File: config.mk
export PLATFORM = sky130hd
export DESIGN_NAME = sram_arbiter
export DESIGN_NICKNAME = d
export VERILOG_FILES = /design/src/rtl/sram_arbiter_pkg.sv /design/src/rtl/sram_arbiter_arb_grant2.sv /design/src/rtl/sram_arbiter.sv
export SDC_FILE = /design/constraint.sdc
export NUM_CORES = 1
export LEC_CHECK = 0
export ABC_AREA = 1
export CELL_PAD_IN_SITES_DETAIL_PLACEMENT = 0
export CELL_PAD_IN_SITES_GLOBAL_PLACEMENT = 1
export CORE_AREA = 4 4 120 122
export CTS_CLUSTER_DIAMETER = 100
export DETAILED_ROUTE_END_ITERATION = 6
export DIE_AREA = 0 0 124 126
export DONT_BUFFER_PORTS = 1
export GPL_TIMING_DRIVEN = 0
export PLACE_DENSITY_LB_ADDON = 0.1
export SYNTH_ARGS = -nofsm -noshare
export SYNTH_HDL_FRONTEND = slang
export SYNTH_SLANG_ARGS = --single-unit
File: constraint.sdc
create_clock -name clk -period 1.1 [get_ports clk]
set_input_delay 0.11 -clock clk [delete_from_list [all_inputs] [get_ports clk]]
set_output_delay 0.11 -clock clk [all_outputs]
set_load 0.01 [all_outputs]
File: src/rtl/sram_arbiter_pkg.sv
// Shared definitions for the two-master SRAM arbiter: FSM states and master indices.
package sram_arbiter_pkg;

  typedef enum logic [1:0] {
    IDLE  = 2'd0,
    RD_M0 = 2'd1,
    RD_M1 = 2'd2
  } state_t;

  localparam logic M0 = 1'b0;
  localparam logic M1 = 1'b1;

  function automatic state_t rd_state(input logic master);
    return (master == M1) ? RD_M1 : RD_M0;
  endfunction

endpackage

File: src/rtl/sram_arbiter_arb_grant2.sv
// Combinational two-way grant: single requester wins outright, contention resolved by pointer.
module arb_grant2
  import sram_arbiter_pkg::*;
(
  input  logic       req0,
  input  logic       req1,
  input  logic       ptr,
  input  logic       flush,
  output logic [1:0] gnt
);

  // ptr holds the last-granted master; the other one wins a tie
  always_comb begin
    gnt = '0;
    if (!flush) begin
      if (req0 && req1) gnt = (ptr == M0) ? 2'b10 : 2'b01;
      else              gnt = {req1, req0};
    end
  end

endmodule

File: src/rtl/sram_arbiter.sv
// Two-master (m0 instr / m1 data) single-port SRAM arbiter with pipelined reads.
// Optional round-robin arbitration via macro SRAM_ARB_RR_EN (default: m1 fixed priority).
module sram_arbiter
  import sram_arbiter_pkg::*;
#(
  parameter int ADDR_W = 32,
  parameter int DATA_W = 32
) (
  input  logic                clk,
  input  logic                rst,
  input  logic                flush,
  input  logic                m0_req,
  input  logic [DATA_W/8-1:0] m0_wen,
  input  logic [ADDR_W-1:0]   m0_addr,
  input  logic [DATA_W-1:0]   m0_wdata,
  input  logic                m1_req,
  input  logic [DATA_W/8-1:0] m1_wen,
  input  logic [ADDR_W-1:0]   m1_addr,
  input  logic [DATA_W-1:0]   m1_wdata,
  output logic                m0_gnt,
  output logic                m1_gnt,
  output logic                m0_rvalid,
  output logic                m1_rvalid,
  output logic [DATA_W-1:0]   m0_rdata,
  output logic [DATA_W-1:0]   m1_rdata,
  output logic                sram_en,
  output logic [DATA_W/8-1:0] sram_wen,
  output logic [ADDR_W-1:0]   sram_addr,
  output logic [DATA_W-1:0]   sram_wdata,
  input  logic [DATA_W-1:0]   sram_rdata,
  output logic                stallreq
);

  logic [1:0] gnt;
  logic       last_gnt;
  logic       m0_rd;
  logic       m1_rd;
  state_t     state;

  arb_grant2 u_grant (
    .req0  (m0_req & ~rst),
    .req1  (m1_req & ~rst),
    .ptr   (last_gnt),
    .flush (flush),
    .gnt   (gnt)
  );

  assign m0_gnt  = gnt[0];
  assign m1_gnt  = gnt[1];
  assign sram_en = |gnt;

  always_comb begin
    sram_wen   = '0;
    sram_addr  = '0;
    sram_wdata = '0;
    if (gnt[1]) begin
      sram_wen   = m1_wen;
      sram_addr  = m1_addr;
      sram_wdata = m1_wdata;
    end else if (gnt[0]) begin
      sram_wen   = m0_wen;
      sram_addr  = m0_addr;
      sram_wdata = m0_wdata;
    end
  end

  assign stallreq = (m0_req & ~m0_gnt) | (m1_req & ~m1_gnt);

  assign m0_rd = m0_gnt && (m0_wen == '0);
  assign m1_rd = m1_gnt && (m1_wen == '0);

  // A new grant may be issued from any state, so reads stream one per cycle
  always_ff @(posedge clk) begin
    if (rst)        state <= IDLE;
    else if (m1_rd) state <= rd_state(M1);
    else if (m0_rd) state <= rd_state(M0);
    else            state <= IDLE;
  end

`ifdef SRAM_ARB_RR_EN
  always_ff @(posedge clk) begin
    if (rst)       last_gnt <= M0;
    else if (|gnt) last_gnt <= gnt[1] ? M1 : M0;
  end
`else
  // Pointer pinned to m0 makes the grant block resolve every tie in favour of m1
  assign last_gnt = M0;
`endif

  // Response is cancelled combinationally by flush or reset in its own cycle
  assign m0_rvalid = (state == RD_M0) & ~flush & ~rst;
  assign m1_rvalid = (state == RD_M1) & ~flush & ~rst;
  assign m0_rdata  = m0_rvalid ? sram_rdata : '0;
  assign m1_rdata  = m1_rvalid ? sram_rdata : '0;

endmodule

==> results of run 1 <==
==> stage by stage <==
step / cells / utilization (%) / setup WS, ps / setup TNS, ps / area (um2)
finish: 557 / 21.6 / -151 / -8010 / 2840
global route: 557 / 21.6 / -204 / -11580 / 2840
CTS: 551 / 18.4 / -199 / -10770 / 2430
detailed placement: 539 / 14.1 / -220 / -12520 / 1860
global placement: 539 / 14.1 / -192 / -9600 / 1860
floorplan: 363 / - / 146 / 0 / 1640
==> report_power, final <==
| part | internal (mW) | switching (mW) |
|---|---|---|
| registers | 0.0735 | 0.000363 |
| logic | 0.203 | 0.435 |
| clock network | 0.462 | 0.0776 |
| total | 0.738 | 0.513 |
==> layer usage <==
layer  track usage (%)  part of all wire (%)  vias to the layer above
li1                  -                     -                     1198
met1              11.5                    34                     1167
met2              24.1                    56                      193
met3              2.91                   9.8                        6
met4              1.22                  0.63                        0
met5                 0                     0                        -
==> layout make-up <==
cell class	instances	area (um2)	share of cell area, %
tap	176	220	7.74
timing repair buffer	15	243	8.53
multi-input combinational	287	1770	62.1
buffer	36	348	12.2
clock buffer	3	75.1	2.64
inverter	38	150	5.28
sequential	2	42.5	1.50
==> critical path, stage by stage (launching register included) <==
cell and delay [ps]:
sky130_fd_sc_hd__dfxtp_2 300, sky130_fd_sc_hd__inv_2 90, sky130_fd_sc_hd__nand3_4 170, sky130_fd_sc_hd__buf_6 210
sky130_fd_sc_hd__nor2_2 150
==> cell usage after synthesis <==
master,number
sky130_fd_sc_hd__buf_1,2
sky130_fd_sc_hd__inv_1,38
sky130_fd_sc_hd__nor2_4,2
sky130_fd_sc_hd__clkbuf_1,5
sky130_fd_sc_hd__nand2_1,77
sky130_fd_sc_hd__dfxtp_1,2
sky130_fd_sc_hd__buf_4,2
sky130_fd_sc_hd__buf_2,25
sky130_fd_sc_hd__nand3_1,137
sky130_fd_sc_hd__nor2_1,71
sky130_fd_sc_hd__buf_6,2
==> worst min path at each step <==
stage	to	cells past startpoint	from	slack, ps
3_5_place_dp	state[0]$_SDFF_PP0_	3	m0_wen[1]	260
2_1_floorplan	state[1]$_SDFF_PP0_	3	m1_wen[1]	250
3_3_place_gp	state[1]$_SDFF_PP0_	3	m1_wen[1]	260
6_report	state[0]$_SDFF_PP0_	3	m0_wen[1]	30
4_1_cts	state[0]$_SDFF_PP0_	3	m0_wen[1]	30
5_1_grt	state[0]$_SDFF_PP0_	3	m0_wen[1]	30
==> cell families after synthesis <==
group / share of synthesized area [%]
simple gates: 77.3
buf+inv: 20.3
flops: 2.45
==> repair_timing <==
| item | 4_1_cts | 5_1_grt |
|---|---|---|
| setup buffers | 7 | 2 |
| endpoints found under the setup margin | 137 | 124 |
| gates resized for setup | 122 | 90 |
| gates cloned | 2 | 4 |
| hold buffers | 0 | 0 |
| pin swaps | 4 | 11 |
==> load_flow_metrics.sql, run 1 <==
INSERT INTO impl_metrics (metric_group, metric, value, unit) VALUES
('timing', 'final-max-slew-violation-count', '0', ''),
('synth', 'syn-mean-instance-area', '4.51', 'um2'),
('layout', 'largest-register', 'state', ''),
('synth', 'synth_area_leaders', 'sky130_fd_sc_hd__nand3_1, sky130_fd_sc_hd__nand2_1, sky130_fd_sc_hd__nor2_1, sky130_fd_sc_hd__inv_1, sky130_fd_sc_hd__buf_2', ''),
('floorplan', 'initial_utilization', '12.4', '%'),
('timing', 'worst-slew-pin-transition', '441', 'ps'),
('timing', 'hold_worst_slack', '31.1', 'ps'),
('clock_tree', 'cts_tree', 'done', ''),
('synth', 'synth.cell_area', '0.00164', 'mm2'),
('detailed_routing', 'dr_total_vias', '2564', ''),
('placement', 'dp_hpwl', '8.53', 'mm'),
('worst_setup_path', 'setup.worst_path.start', 'state[0]$_SDFF_PP0_', ''),
('layout', 'layout_top_registers', 'state: 2 flops', ''),
('timing', 'hold_viol_final', '0', ''),
('detailed_routing', 'routed_via_density', '4.60', ''),
('hold_path', 'hold_path.class', 'in -> reg', ''),
('worst_setup_path', 'timing.critical_path.to', 'm1_rdata[10]', ''),
('timing', 'relSlewSlack', '70.6', '%'),
('detailed_routing', 'drt_pass1_iterations', '4', ''),
('global_routing', 'gr-total-overflow', '0', ''),
('power', 'max-vdd-ir-drop', '638', 'uV'),
('synth', 'total_nets_after_synthesis', '536', ''),
('clock_tree', 'buffers_from_clock_root_to_sink_at_most', '2', ''),
('floorplan', 'rows', '42', ''),
('timing', 'period_share', '114', '%'),
('layout', 'fin_nets', '556', ''),
('timing', 'achievable-frequency', '799', 'MHz'),
('status', 'status', 'complete, but fails checks', ''),
('floorplan', 'floorplan.die.height', '126', 'um'),
('synth', 'synth_area_leader_cell', 'sky130_fd_sc_hd__nand3_1', ''),
('global_routing', 'pin_count_of_the_biggest_net_entering_global_routing', '11', ''),
('detailed_routing', 'postRouteWirelength', '10.6', 'mm'),
('detailed_routing', 'drt-wirelength-per-cell', '19.1', 'um'),
('detailed_routing', 'number_of_remaining_drc_errors', '0', ''),
('layout', 'n_fill_cell', '1467', ''),
('timing', 'setup_violation_total_in_the_final_timing_report', '66', ''),
('floorplan', 'ios', '311', ''),
('power', 'power.total', '1.25', 'mW'),
('clock_tree', 'clock_sink_count', '2', ''),
('timing', 'post-route-worst-setup-slack', '-151', 'ps'),
('synth', 'synthesis.instances', '363', ''),
('clock_tree', 'clock_buffers_created_by_tritoncts', '3', ''),
('clock_tree', 'clkSlewWorstSetupHoldPaths', '30', 'ps'),
('clock_tree', 'cts_max_level', '1', ''),
('layout', 'layout_common_cells', 'sky130_fd_sc_hd__nand3_1, sky130_fd_sc_hd__nand2_1, sky130_fd_sc_hd__nor2_4', ''),
('synth', 'yosysUniqueCellTypes', '11', ''),
('worst_setup_path', 'cp_data_required_time', '990', 'ps'),
('worst_setup_path', 'timing_worst_setup_path_type', 'reg -> out', ''),
('placement', 'numPortBuffers', '0', ''),
('layout', 'most_common_library_cell_in_the_layout_ignoring_fill_and_taps', 'sky130_fd_sc_hd__nand3_1', ''),
('floorplan', 'area_of_the_die', '0.0156', 'mm2'),
('timing', 'grt_setup_unrepaired', 'yes', ''),
('worst_setup_path', 'cp-start-kind', 'flop', ''),
('floorplan', 'design.core.area', '0.0132', 'mm2'),
('flow_run', 'number_of_maximum_capacitance_constraint_violations', '0', ''),
('global_routing', 'grt_antenna_before_repair', '0', ''),
('floorplan', 'die_width', '124', 'um'),
('layout', 'drive_above_1_share', '39.9', '%'),
('detailed_routing', 'drt_iter0_markers', '67', ''),
('global_routing', 'wire_length_of_the_first_global_routing_pass', '14.1', 'mm'),
('synth', 'synth.yosys.seq_area_share', '2.45', '%'),
('worst_setup_path', 'crit_path_max_fanout', '10', ''),
('placement', 'globalplace.congestion', '0.713', ''),
('worst_setup_path', 'worst_setup_path_end_kind', 'primary output', ''),
('power', 'p_per_area', '440', 'mW/mm2'),
('layout', 'area_overhead_of_the_layout_relative_to_synthesis', '73.9', '%'),
('worst_setup_path', 'cp.arrival', '1140', 'ps'),
('synth', 'synth-warning-count', '0', ''),
('detailed_routing', 'drtAntennaViolNets', '0', ''),
('clock_tree', 'clock-root-buffer', 'sky130_fd_sc_hd__clkbuf_16', ''),
('layout', 'largest_reg_flops', '2', ''),
('power', 'leakage_power', '1.32', 'nW'),
('synth', 'synth.ff_latch_count', '2', ''),
('timing', 'layout_min_cycle_time', '1250', 'ps'),
('layout', 'antenna-diode-count', '0', ''),
('synth', 'synth_largest_type_area_fraction', '41.9', '%'),
('status', 'violations', 'negative setup slack', ''),
('global_routing', 'first_global_vias', '2510', ''),
('global_routing', 'globalRouteTotalUtil', '11.6', '%');
Power figures use the tool's default switching activity.
==> inputs of run 2 (changes only) <==
--- a/config.mk
+++ b/config.mk
@@ -9,7 +9,7 @@
 export CELL_PAD_IN_SITES_DETAIL_PLACEMENT = 0
 export CELL_PAD_IN_SITES_GLOBAL_PLACEMENT = 1
 export CORE_AREA = 4 4 120 122
-export CTS_CLUSTER_DIAMETER = 100
+export CTS_CLUSTER_DIAMETER = 50
 export DETAILED_ROUTE_END_ITERATION = 6
 export DIE_AREA = 0 0 124 126
 export DONT_BUFFER_PORTS = 1
==> constraint.sdc (replaced) <==
create_clock -name clk -period 1.35 [get_ports clk]
set_input_delay 0.2025 -clock clk [delete_from_list [all_inputs] [get_ports clk]]
set_output_delay 0.2025 -clock clk [all_outputs]
set_load 0.01 [all_outputs]
==> run 2 against run 1 <==
Effect of this change:
- the run now ends clean
- power decreased by 24%
- critical path depth grew 1
- die area did not move
- critical path type unchanged
- final area fell by 13%
==> load_flow_metrics.sql, run 2 (same netlist as run 1, synthesis figures left out) <==
INSERT INTO impl_metrics (metric_group, metric, value, unit) VALUES
('status', 'status', 'finished, final reports clean', ''),
('clock_tree', 'clock_buffers_created_by_tritoncts', '3', ''),
('global_routing', 'gr-total-overflow', '0', ''),
('global_routing', 'globalRouteTotalUtil', '11.3', '%'),
('timing', 'post-route-worst-setup-slack', '12.2', 'ps'),
('layout', 'area_overhead_of_the_layout_relative_to_synthesis', '51.8', '%'),
('worst_setup_path', 'critical-path-slowest-cell', 'sky130_fd_sc_hd__dfxtp_2', ''),
('worst_setup_path', 'worst_setup_path_end_kind', 'primary output', ''),
('placement', 'dp_hpwl', '8.53', 'mm'),
('floorplan', 'design.core.area', '0.0132', 'mm2'),
('global_routing', 'first_global_vias', '2427', ''),
('layout', 'largest_reg_flops', '2', ''),
('layout', 'layout_top_registers', 'state: 2 flops', ''),
('timing', 'achievable-frequency', '747', 'MHz'),
('placement', 'globalplace.congestion', '0.713', ''),
('floorplan', 'rows', '42', ''),
('floorplan', 'initial_utilization', '12.4', '%'),
('global_routing', 'pin_count_of_the_biggest_net_entering_global_routing', '11', ''),
('clock_tree', 'cts_max_level', '1', ''),
('worst_setup_path', 'critical_path.most_common_cell', 'sky130_fd_sc_hd__nor2_4', ''),
('power', 'leakage_power', '1.23', 'nW'),
('layout', 'largest-register', 'state', ''),
('clock_tree', 'clock_sink_count', '2', ''),
('placement', 'numPortBuffers', '0', ''),
('timing', 'layout_min_cycle_time', '1340', 'ps'),
('detailed_routing', 'routed_via_density', '4.57', ''),
('floorplan', 'area_of_the_die', '0.0156', 'mm2'),
('hold_path', 'number_of_cells_traversed_by_the_worst_hold_path', '3', ''),
('worst_setup_path', 'crit_path_max_fanout', '6', ''),
('floorplan', 'floorplan.die.height', '126', 'um'),
('hold_path', 'hold_path.class', 'in -> reg', ''),
('layout', 'most_common_library_cell_in_the_layout_ignoring_fill_and_taps', 'sky130_fd_sc_hd__nand3_1', ''),
('global_routing', 'grt_antenna_before_repair', '0', ''),
('detailed_routing', 'dr_total_vias', '2507', ''),
('detailed_routing', 'drt-wirelength-per-cell', '18.7', 'um'),
('detailed_routing', 'number_of_remaining_drc_errors', '0', ''),
('floorplan', 'die_width', '124', 'um'),
('timing', 'final-max-slew-violation-count', '0', ''),
('power', 'p_per_area', '382', 'mW/mm2'),
('timing', 'worst-slew-pin-transition', '453', 'ps'),
('timing', 'setup_violation_total_in_the_final_timing_report', '0', ''),
('detailed_routing', 'drt_iter0_markers', '90', ''),
('detailed_routing', 'postRouteWirelength', '10.3', 'mm'),
('worst_setup_path', 'cp-start-kind', 'flop', ''),
('layout', 'drive_above_1_share', '30.6', '%'),
('clock_tree', 'clock-root-buffer', 'sky130_fd_sc_hd__clkbuf_16', ''),
('hold_path', 'worstHoldEndpoint', 'state[0]$_SDFF_PP0_', ''),
('clock_tree', 'cts_tree', 'done', ''),
('worst_setup_path', 'cp_data_required_time', '1150', 'ps'),
('layout', 'fin_nets', '547', ''),
('flow_run', 'number_of_maximum_capacitance_constraint_violations', '0', ''),
('timing', 'relSlewSlack', '69.8', '%'),
('detailed_routing', 'drt_pass1_iterations', '4', ''),
('clock_tree', 'post_cts_hold_buffers', '0', ''),
('floorplan', 'ios', '311', ''),
('layout', 'n_fill_cell', '1492', ''),
('placement', 'pre_cts_slack', '-148', 'ps'),
('detailed_routing', 'drtAntennaViolNets', '0', ''),
('power', 'max-vdd-ir-drop', '534', 'uV'),
('timing', 'period_share', '99.1', '%'),
('worst_setup_path', 'worstPathCellList', 'inv_2 -> nor2_4 -> nand2_8 -> clkbuf_16 -> nor2_4', ''),
('worst_setup_path', 'cpPeakStageDelay', '310', 'ps'),
('worst_setup_path', 'timing_worst_setup_path_type', 'reg -> out', ''),
('power', 'power.total', '947', 'uW'),
('clock_tree', 'clkSlewWorstSetupHoldPaths', '30', 'ps'),
('timing', 'hold_viol_final', '0', ''),
('layout', 'antenna-diode-count', '0', ''),
('timing', 'grt_setup_unrepaired', 'yes', ''),
('worst_setup_path', 'cp.arrival', '1140', 'ps'),
('clock_tree', 'buffers_from_clock_root_to_sink_at_most', '2', ''),
('hold_path', 'hp-start', 'm0_wen[1]', ''),
('layout', 'layout_common_cells', 'sky130_fd_sc_hd__nand3_1, sky130_fd_sc_hd__nand2_1, sky130_fd_sc_hd__nor2_4', ''),
('global_routing', 'wire_length_of_the_first_global_routing_pass', '13.8', 'mm');
## run 2: cell types whose count changed in the layout (fill, tap and decap cells not counted), sizes merged
cell | before | now
clkbuf | 17 | 13
buf | 37 | 32
## run 2: worst max path at each step
stage | from | to | slack (ps) | cells after the start
finish | state[0]$_SDFF_PP0_ | m0_rdata[19] | 10 | 5
global route | state[0]$_SDFF_PP0_ | m0_rdata[19] | -50 | 5
CTS | state[0]$_SDFF_PP0_ | m0_rdata[23] | -10 | 5
detailed placement | flush | m1_rdata[29] | -150 | 4
global placement | flush | m1_rdata[3] | -100 | 4
floorplan | m1_req | sram_addr[22] | 250 | 6
## run 2: routing by layer
| metal | wire, um | global-route usage, % |
|---|---|---|
| met1 | 3370 | 11.4 |
| met2 | 5760 | 23.2 |
| met3 | 1080 | 3.00 |
| met4 | 62 | 1.22 |
| met5 | 0 | 0 |
## run 2: cell type report
cell class	instances	area [um2]	share of cell area, %
clock buffers	3	75.1	3.02
well taps	176	220	8.87
multi-input cells	287	1640	66.0
repair buffers	6	82.6	3.33
inverters	38	143	5.75
plain buffers	36	282	11.3
flip-flops and latches	2	42.5	1.71
## run 2: critical path, delay by kind of cell (launching register included)
family,cells,cell delay [ps]
flops,1,310
buf+inv,2,240
simple gates,3,360
## run 2: report_power, final
part	leakage [nW]	switching (mW)	total [mW]	internal, mW
registers	0.0171	0.000296	0.0602	0.0599
logic	1.17	0.333	0.448	0.115
clock network	0.0370	0.0632	0.440	0.376
total	1.23	0.396	0.947	0.551
## run 2: timing repair
action                                  CTS  global route
buffers inserted                          2             2
pin swaps                                 3             2
cloned                                    1             1
resized for setup                       103            41
endpoints found under the setup margin   84           115
## run 2: per-stage QoR
stage                     area (um2)  instances  setup TNS [ps]  hold WS, ps  util, %
after detailed placement        1860        539           -4170          352     14.1
after global placement          1860        539           -2510          351     14.1
after global routing            2480        548            -664          127     18.8
final                           2480        548               0          123     18.8
after CTS                       2280        545           -30.4          125     17.3
after floorplan                 1640        363               0          340        -
